`config.mk`:
```
export PLATFORM = sky130hd
export DESIGN_NAME = reaction_timer_bcd
export DESIGN_NICKNAME = d
export VERILOG_FILES = /design/src/rtl/reaction_timer_bcd.sv
export SDC_FILE = /design/constraint.sdc
export NUM_CORES = 1
export LEC_CHECK = 0
export BUFFER_PORTS_ARGS = -buffer_cell sky130_fd_sc_hd__buf_2
export CORE_MARGIN = 4
export CORE_UTILIZATION = 25
export DETAILED_ROUTE_END_ITERATION = 12
export MAX_ROUTING_LAYER = met4
export PLACE_DENSITY_LB_ADDON = 0.15
export SLEW_MARGIN = 20
export SYNTH_ARGS = -nofsm -noshare
export SYNTH_HDL_FRONTEND = slang
export SYNTH_SLANG_ARGS = --single-unit
```
`constraint.sdc`:
```
create_clock -name clk -period 2.9 [get_ports clk]
set_input_delay 0.29 -clock clk [delete_from_list [all_inputs] [get_ports clk]]
set_output_delay 0.29 -clock clk [all_outputs]
set_load 0.005 [all_outputs]
```
`src/rtl/reaction_timer_bcd.sv`:
```
// Reaction-time stopwatch: ms prescaler feeding an N-digit BCD counter, with
// saturating timeout, best-time tracking and a registered seven-segment display.

module reaction_timer_bcd_seg (
    input  logic [3:0] digit,
    input  logic       blank,
    input  logic       dash,
    output logic [6:0] seg
);
    // {g,f,e,d,c,b,a}, active low
    always_comb begin
        seg = 7'b1111111;
        if (dash) begin
            seg = 7'b0111111;
        end else if (!blank) begin
            case (digit)
                4'd0:    seg = 7'b1000000;
                4'd1:    seg = 7'b1111001;
                4'd2:    seg = 7'b0100100;
                4'd3:    seg = 7'b0110000;
                4'd4:    seg = 7'b0011001;
                4'd5:    seg = 7'b0010010;
                4'd6:    seg = 7'b0000010;
                4'd7:    seg = 7'b1111000;
                4'd8:    seg = 7'b0000000;
                4'd9:    seg = 7'b0010000;
                default: seg = 7'b1111111;
            endcase
        end
    end
endmodule

module reaction_timer_bcd #(
    parameter int CLKS_PER_MS = 50000,
    parameter int NUM_DIGITS  = 3,
    parameter int TIMEOUT_MS  = 999
) (
    input  logic                    clk,
    input  logic                    rst,
    input  logic                    start_evt,
    input  logic                    stop_evt,
    input  logic                    clear_best,
    input  logic                    show_best,
    output logic                    running,
    output logic                    timeout,
    output logic                    new_best,
    output logic [4*NUM_DIGITS-1:0] last_bcd,
    output logic [4*NUM_DIGITS-1:0] best_bcd,
    output logic [7*NUM_DIGITS-1:0] seg
);
    localparam int PW = (CLKS_PER_MS > 2) ? $clog2(CLKS_PER_MS) : 1;
    localparam int DW = 4 * NUM_DIGITS;

    localparam logic [1:0] S_IDLE = 2'd0;
    localparam logic [1:0] S_RUN  = 2'd1;
    localparam logic [1:0] S_HOLD = 2'd2;

    function automatic logic [DW-1:0] to_bcd(input int v);
        logic [DW-1:0] r;
        int            x;
        r = '0;
        x = v;
        for (int i = 0; i < NUM_DIGITS; i++) begin
            r[4*i+:4] = 4'(x % 10);
            x = x / 10;
        end
        return r;
    endfunction

    localparam logic [DW-1:0] TIMEOUT_BCD = to_bcd(TIMEOUT_MS);
    localparam logic [DW-1:0] ALL_NINES   = {NUM_DIGITS{4'h9}};

    logic [1:0]    state;
    logic [PW-1:0] presc;
    logic [DW-1:0] count, count_inc, count_nxt;
    logic          carry;
    logic          wrap;
    logic          upd_pend;
    logic          best_valid;

    assign running   = (state == S_RUN);
    assign wrap      = (presc == PW'(CLKS_PER_MS - 1));
    assign count_nxt = wrap ? count_inc : count;

    // Decimal ripple-carry increment, ones digit first.
    always_comb begin
        count_inc = count;
        carry     = 1'b1;
        for (int i = 0; i < NUM_DIGITS; i++) begin
            if (carry) begin
                if (count[4*i+:4] == 4'd9) begin
                    count_inc[4*i+:4] = 4'd0;
                end else begin
                    count_inc[4*i+:4] = count[4*i+:4] + 4'd1;
                    carry             = 1'b0;
                end
            end
        end
    end

    // Stop beats restart; restart beats the timeout check.
    always_ff @(posedge clk or posedge rst) begin
        if (rst) begin
            state    <= S_IDLE;
            presc    <= '0;
            count    <= '0;
            last_bcd <= '0;
            timeout  <= 1'b0;
            upd_pend <= 1'b0;
        end else begin
            upd_pend <= 1'b0;
            case (state)
                S_IDLE, S_HOLD: begin
                    if (start_evt) begin
                        presc   <= '0;
                        count   <= '0;
                        timeout <= 1'b0;
                        state   <= S_RUN;
                    end
                end
                S_RUN: begin
                    if (stop_evt) begin
                        last_bcd <= count_nxt;
                        upd_pend <= 1'b1;
                        state    <= S_HOLD;
                    end else if (start_evt) begin
                        presc <= '0;
                        count <= '0;
                    end else if (wrap && count_inc == TIMEOUT_BCD) begin
                        last_bcd <= TIMEOUT_BCD;
                        timeout  <= 1'b1;
                        state    <= S_HOLD;
                    end else begin
                        presc <= wrap ? '0 : presc + PW'(1);
                        count <= count_nxt;
                    end
                end
                default: state <= S_IDLE;
            endcase
        end
    end

    // Best compare runs one cycle after the stop, against the freshly held last.
    // Valid BCD digits make an unsigned compare equal to an MSD-first compare.
    always_ff @(posedge clk or posedge rst) begin
        if (rst) begin
            best_bcd   <= ALL_NINES;
            best_valid <= 1'b0;
            new_best   <= 1'b0;
        end else begin
            new_best <= 1'b0;
            if (upd_pend && (!best_valid || last_bcd < best_bcd)) begin
                best_bcd   <= last_bcd;
                best_valid <= 1'b1;
                new_best   <= 1'b1;
            end else if (clear_best) begin
                best_bcd   <= ALL_NINES;
                best_valid <= 1'b0;
            end
        end
    end

    logic [DW-1:0]           src;
    logic                    dash;
    logic [NUM_DIGITS-1:0]   blank;
    logic [7*NUM_DIGITS-1:0] seg_nxt;

    assign src  = show_best ? best_bcd : last_bcd;
    assign dash = show_best && !best_valid;

    for (genvar i = 0; i < NUM_DIGITS; i++) begin : g_dig
        if (i == 0) begin : g_ones
            assign blank[i] = 1'b0;
        end else begin : g_upper
            assign blank[i] = ~|src[DW-1:4*i];
        end
        reaction_timer_bcd_seg u_seg (
            .digit(src[4*i+:4]),
            .blank(blank[i]),
            .dash (dash),
            .seg  (seg_nxt[7*i+:7])
        );
    end

    always_ff @(posedge clk or posedge rst) begin
        if (rst) begin
            seg      <= '1;
            seg[6:0] <= 7'b1000000;
        end else begin
            seg <= seg_nxt;
        end
    end
endmodule

```
======== Word level (Yosys, flattened, before mapping) ========
Memories as Yosys holds them, arrays and structs flattened.
Index checks and enable logic that the tools add are counted.
cells by class
  $lt $le $gt $ge ......................... 1
  equality and inequality tests ........... 15
  reductions and logical operators ........ 16
  muxes and demuxes ....................... 46
  $add $sub $neg .......................... 4
operators by type and width
  operator                                                         number
  12-bit two-way mux                                               11
  16-bit two-way mux                                               5
  7-bit two-way mux                                                5
  16-bit one-hot mux with 2 select lines                           1
  12-bit one-hot mux with 2 select lines                           1
  4-bit two-way mux                                                5
  16-bit by 1-bit adder with 16-bit output, second input constant  1
  16-bit == test, second input constant                            1
  4-bit by 1-bit adder with 4-bit output, second input constant    3
  12-bit == test, second input constant                            1
  4-bit == test, second input constant                             3
  12-bit < comparator                                              1
  1-bit two-way mux                                                12
  2-bit two-way mux                                                4
  8-bit OR reduction                                               1
  2-bit != test, second input constant                             3
  3-bit != test, second input constant                             2
  3-bit AND reduction                                              2
  2-bit nonzero test                                               3
  5-bit AND reduction                                              1
  2-bit by 1-bit != test with 1-bit output, second input constant  2
  2-bit one-hot mux with 2 select lines                            1
  4-bit AND reduction                                              1
  4-bit OR reduction                                               1
  other kinds (9)                                                  11
storage, ports and cells
  output and inout bits ................... 48
  input bits .............................. 6
  memories ................................ 3
  bits in registers ....................... 79
  bits in read-only memories .............. 336
memories
  memory           words  bits a word  rd ports  clocked after memory_dff  wr ports  line  RTL
  (no name shown)  16     7            1         0                         0         16    case (digit)
  (no name shown)  16     7            1         0                         0         16
  (no name shown)  16     7            1         0                         0         16

======== Longest topological paths before layout ========
  depth in word-level cells ............... 10
  depth in mapped cells ................... 9
  gate-level depth less buffers ........... 7

======== By module ========
Synthesis repeated with hierarchy kept, for this count alone.
unflattened totals
  cell total of the unflattened synthesis .. 486
  area total of the unflattened synthesis .. 4677.0 um^2
modules (own cells, without submodules)
  module                  cells an instance  area an instance (um^2)  sequential area each (um^2)  times used
  reaction_timer_bcd      396                3982.6                   2003.2                       1
  reaction_timer_bcd_seg  30                 231.5                    0.0                          3

======== Least setup slack after synthesis ========
Ideal clock, no wire load.
  path kind ............................... register to register
  start point ............................. register presc[10]
  end point ............................... register last_bcd[10]
  period minus slack after synthesis ...... 2.581 ns
  stages on the path, launching flop included .. 8
  data required time ...................... 2.779 ns
  slack ................................... 0.319 ns
  path buffers ............................ 2
  arrival ................................. 2.460 ns
  cell sequence ........................... dfrtp_1 > or4_4 > or4_1 > buf_2 > nor4_2 > o21ai_2 > buf_4 > a22o_1
on the way
  word-level cells in the longest chain between the ends .. 4
  elaborated cells between the ends (all ways) .. 6
ends and longest elaborated chain
  what                                  line  RTL
  start, declared                       74    logic [PW-1:0] presc;
  start signal, assigned                134   presc <= wrap ? '0 : presc + PW'(1);
  16-bit == test (*)                    82    assign wrap = (presc == PW'(CLKS_PER_MS - 1));
  1-bit logical AND                     129   end else if (wrap && count_inc == TIMEOUT_BCD) begin
  2-bit nonzero test (no source line)   n/a
  3-bit AND reduction (no source line)  n/a
  end signal, assigned                  123   last_bcd <= count_nxt;
  end, declared                         47    output logic [4*NUM_DIGITS-1:0] last_bcd,
Every way passes the cells marked *; elsewhere a longest branch is shown, timed or not.
A chain may end at the register's enable or synchronous reset.

======== Worst setup path in the final report ========
  start point ............................. register presc[10]
  end point ............................... register last_bcd[1]
The elaborated chain is that of the path after synthesis.

==> flow_summary_export.csv <==
group,metric,value,unit
floorplanning,die_y,143,um
pwr,pwr-share-seq,41.1,%
cells_and_area,drive_gt1_share,23.9,%
detailed_routing,dr.first_iter.drc_count,241,
placement,hpwl,8.93,mm
pwr,p_int,0.00248,W
sta,hold_viol_final,0,
detailed_routing,vias_per_cell,4.94,
clock_network,clk-insertion-delay-late,0.34,ns
logic_synthesis,syn_area_per_cell,9.61,um2
global_routing,grt_usage,12.6,%
outcome,status,"finished clean",
logic_synthesis,ys_ff_latch,79,
pwr,p_comb_share,27.8,%
sta,min_period_over_period,93.0,%
sta,finClkSkew,0.00646,ns
placement,globalplace.congestion,0.857,
placement,dp.cells,756,
global_routing,grt_pass1_wl,19.8,mm
sta,slew_headroom,45.7,%
sta,slew_violations,0,
critical_path,start_kind,"flop",
clock_network,clockBufferDepth,2,
logic_synthesis,netlist_top_cells_area,"dfrtp_1 32%, dfstp_2 12%, ha_1 7.4%",
placement,place_ws,0.216,ns
global_routing,overflow,0,
sta,fin_crit,2.70,ns
logic_synthesis,synth-edff-count,0,
cells_and_area,design_area,0.00547,mm2
global_routing,antenna_found_initial,0,
sta,rsz0062_at_grt,"no",
sta,fmax,371,MHz
clock_network,clock_sinks,79,
detailed_routing,routedWlPerCell,15.6,um
logic_synthesis,yosysTopAreaCell,"dfrtp_1",
sta,worst_slew_pin_slew,0.792,ns
global_routing,grt_pass1_vias,3852,
critical_path,crit_fanout,13,
detailed_routing,dr.pass1.iters,4,
clock_network,cts_resized,0,
pwr,ir_worst_vdd,254,uV
floorplanning,fp.dieW,143,um
logic_synthesis,syn_inst,475,
pwr,powerDensity,667,mW/mm2
logic_synthesis,ys.flop_type,"dfrtp_1",
floorplanning,start_util,25.4,%
clock_network,cts_buffers,9,
cells_and_area,post-route-util,30.5,%
logic_synthesis,yosys_warnings,0,
floorplanning,rows,49,
critical_path,slowest_stage,"or4_1",
detailed_routing,ant_nets,0,
logic_synthesis,synth_nets,508,
clock_network,cts.reportedPaths.clkPinSlew,0.06,ns
cells_and_area,n_antenna_cell,0,
cells_and_area,fin_cells,772,
detailed_routing,drc,0,
critical_path,crit_path_cell_trace,"or4_4 -> or4_1 -> nor4_2 -> o21ai_2 -> a22o_1",
critical_path,required,3.13,ns
clock_network,cts_tree,"built",
logic_synthesis,synth_cell_type_count,59,
global_routing,grt_max_degree,45,
logic_synthesis,synth_area,0.00457,mm2
placement,place_area,0.00518,mm2
pwr,clkPwrFrac,31.1,%
pwr,p_switching,0.00117,W
critical_path,r2r_cells,5,
detailed_routing,drt-total-wl,12.0,mm
sta,fin_ws,0.203,ns
logic_synthesis,synth-seq-area-share,43.9,%
clock_network,hold_buffers,0,
critical_path,cp-end-kind,"flop",
sta,final.setup.tns,0,ns
clock_network,postCtsSetupBuffers,0,
critical_path,crit_type,"reg2reg",
placement,io_buffers,53,
cells_and_area,fin_nets,571,
logic_synthesis,synth_most_common_cell,"dfrtp_1",
pwr,leakage,2.48,nW
cells_and_area,syn_to_final_growth,19.8,%
clock_network,cts_root_buf,"clkbuf_16",
sta,setup-violations-final,0,
critical_path,arrival,2.93,ns
logic_synthesis,synth_top_area_share,31.8,%
logic_synthesis,synth_commonest_cells,"58 x dfrtp_1, 38 x o21ai_0, 36 x nor2_1",
logic_synthesis,synth-async-reset-ratio,100,%
detailed_routing,vias,3817,
floorplanning,die_area,0.0205,mm2
worst_hold_path,hold_path_class,"in2async",
floorplanning,io_pins,54,
floorplanning,core,0.0180,mm2
clock_network,htree_levels,3,
pwr,sw_frac_of_total,32.2,%
critical_path,max_stage_delay,0.67,ns
run,maxCapViolCount,0,
[worst max-delay path, delay by kind of cell (launching register included)]
| kind | cells | cell delay, ns |
|---|---|---|
| and+or+nand+nor | 3 | 1.61 |
| AOI/OAI and AO/OA | 2 | 0.53 |
| DFF | 1 | 0.44 |
[per-layer routing]
metal  global-route usage, %  vias up  part of all wire, %
met5                       -        -                    0
met4                    4.10        0                  1.7
met3                    3.58       17                  5.4
met2                    20.8       96                   48
met1                    14.8     1846                   45
li1                        -     1858                    -
[through the flow]
step | hold WS (ns) | power (W)
after floorplan | 0.448 | 0.00213
after global placement | 0.430 | 0.00255
after detailed placement | 0.418 | 0.00256
final | 0.00495 | 0.00365
after CTS | 0.0443 | 0.00373
after global routing | 0.0842 | 0.00393
[cell families (layout without fill, tap and decap cells)]
| kind of cell | Yosys count | in the layout | share of synthesized area [%] |
|---|---|---|---|
| AO/OA/AOI/OAI | 132 | 132 | 19.0 |
| XOR/XNOR | 7 | 7 | 1.34 |
| adder cells (fa/ha/maj) | 27 | 27 | 7.40 |
| buffers and inverters | 52 | 120 | 4.52 |
| flip-flops | 79 | 79 | 43.9 |
| multiplexers | 32 | 32 | 7.34 |
| AND/OR/NAND/NOR | 146 | 146 | 16.5 |
[path summary, 6_finish.rpt]
path                             from           to  slack (ns)
max                         presc[10]  last_bcd[1]        0.20
min                               rst     new_best       0.005
max reg2reg                 presc[10]  last_bcd[1]        0.20
min reg2reg                 presc[15]    presc[15]        0.48
max in group asynchronous         rst      seg[15]        2.14
min in group clk           clear_best  best_bcd[8]        0.32
[cells in the final DEF (no fill, tap or decap), drive strengths merged, types with 3 or more instances in the layout]
master | Yosys | layout
buf | 6 | 70
mux2i | 20 | 20
nand2 | 32 | 32
a22oi | 3 | 3
o31ai | 14 | 14
mux2 | 12 | 12
and3 | 5 | 5
xor2 | 3 | 3
a2bb2oi | 3 | 3
or3 | 5 | 5
a31oi | 6 | 6
xnor2 | 4 | 4
dfstp | 21 | 21
nand3 | 22 | 22
nand2b | 4 | 4
nor3b | 3 | 3
clkbuf | 12 | 11
a21oi | 28 | 28
nor2b | 7 | 7
nor3 | 5 | 5
o21ai | 48 | 48
or4 | 4 | 4
nor2 | 36 | 36
ha | 27 | 27
o41ai | 5 | 5
nor4 | 5 | 5
dfrtp | 58 | 58
nand4 | 9 | 9
clkinv | 1 | 4
a22o | 9 | 9
inv | 33 | 32
[registers in the layout, summed over array words and instances, names as in the netlist]
signal and cells:
best_valid 1, timeout 1, new_best 1, count 12
best_bcd 12, seg 21, upd_pend 1, presc 16
last_bcd 12, state 2
[power groups by stage]
stage / Sequential [W] / Combinational [W] / Clock [W]
floorplan: 0.00152 / 0.000611 / 0
global placement: 0.00152 / 0.00103 / 0
detailed placement: 0.00153 / 0.00104 / 0
CTS: 0.00151 / 0.00104 / 0.00118
global route: 0.00153 / 0.00117 / 0.00123
finish: 0.00150 / 0.00102 / 0.00113
[cell type report]
class / instances / area (um2)
clock buffers: 11 / 233
clock inverters: 5 / 58.8
fillers: 1862 / 12500
inverters: 34 / 129
multi-input cells: 344 / 2360
flip-flops and latches: 79 / 2000
well taps: 229 / 287
repair buffers: 70 / 405
Power figures use the tool's default switching activity.
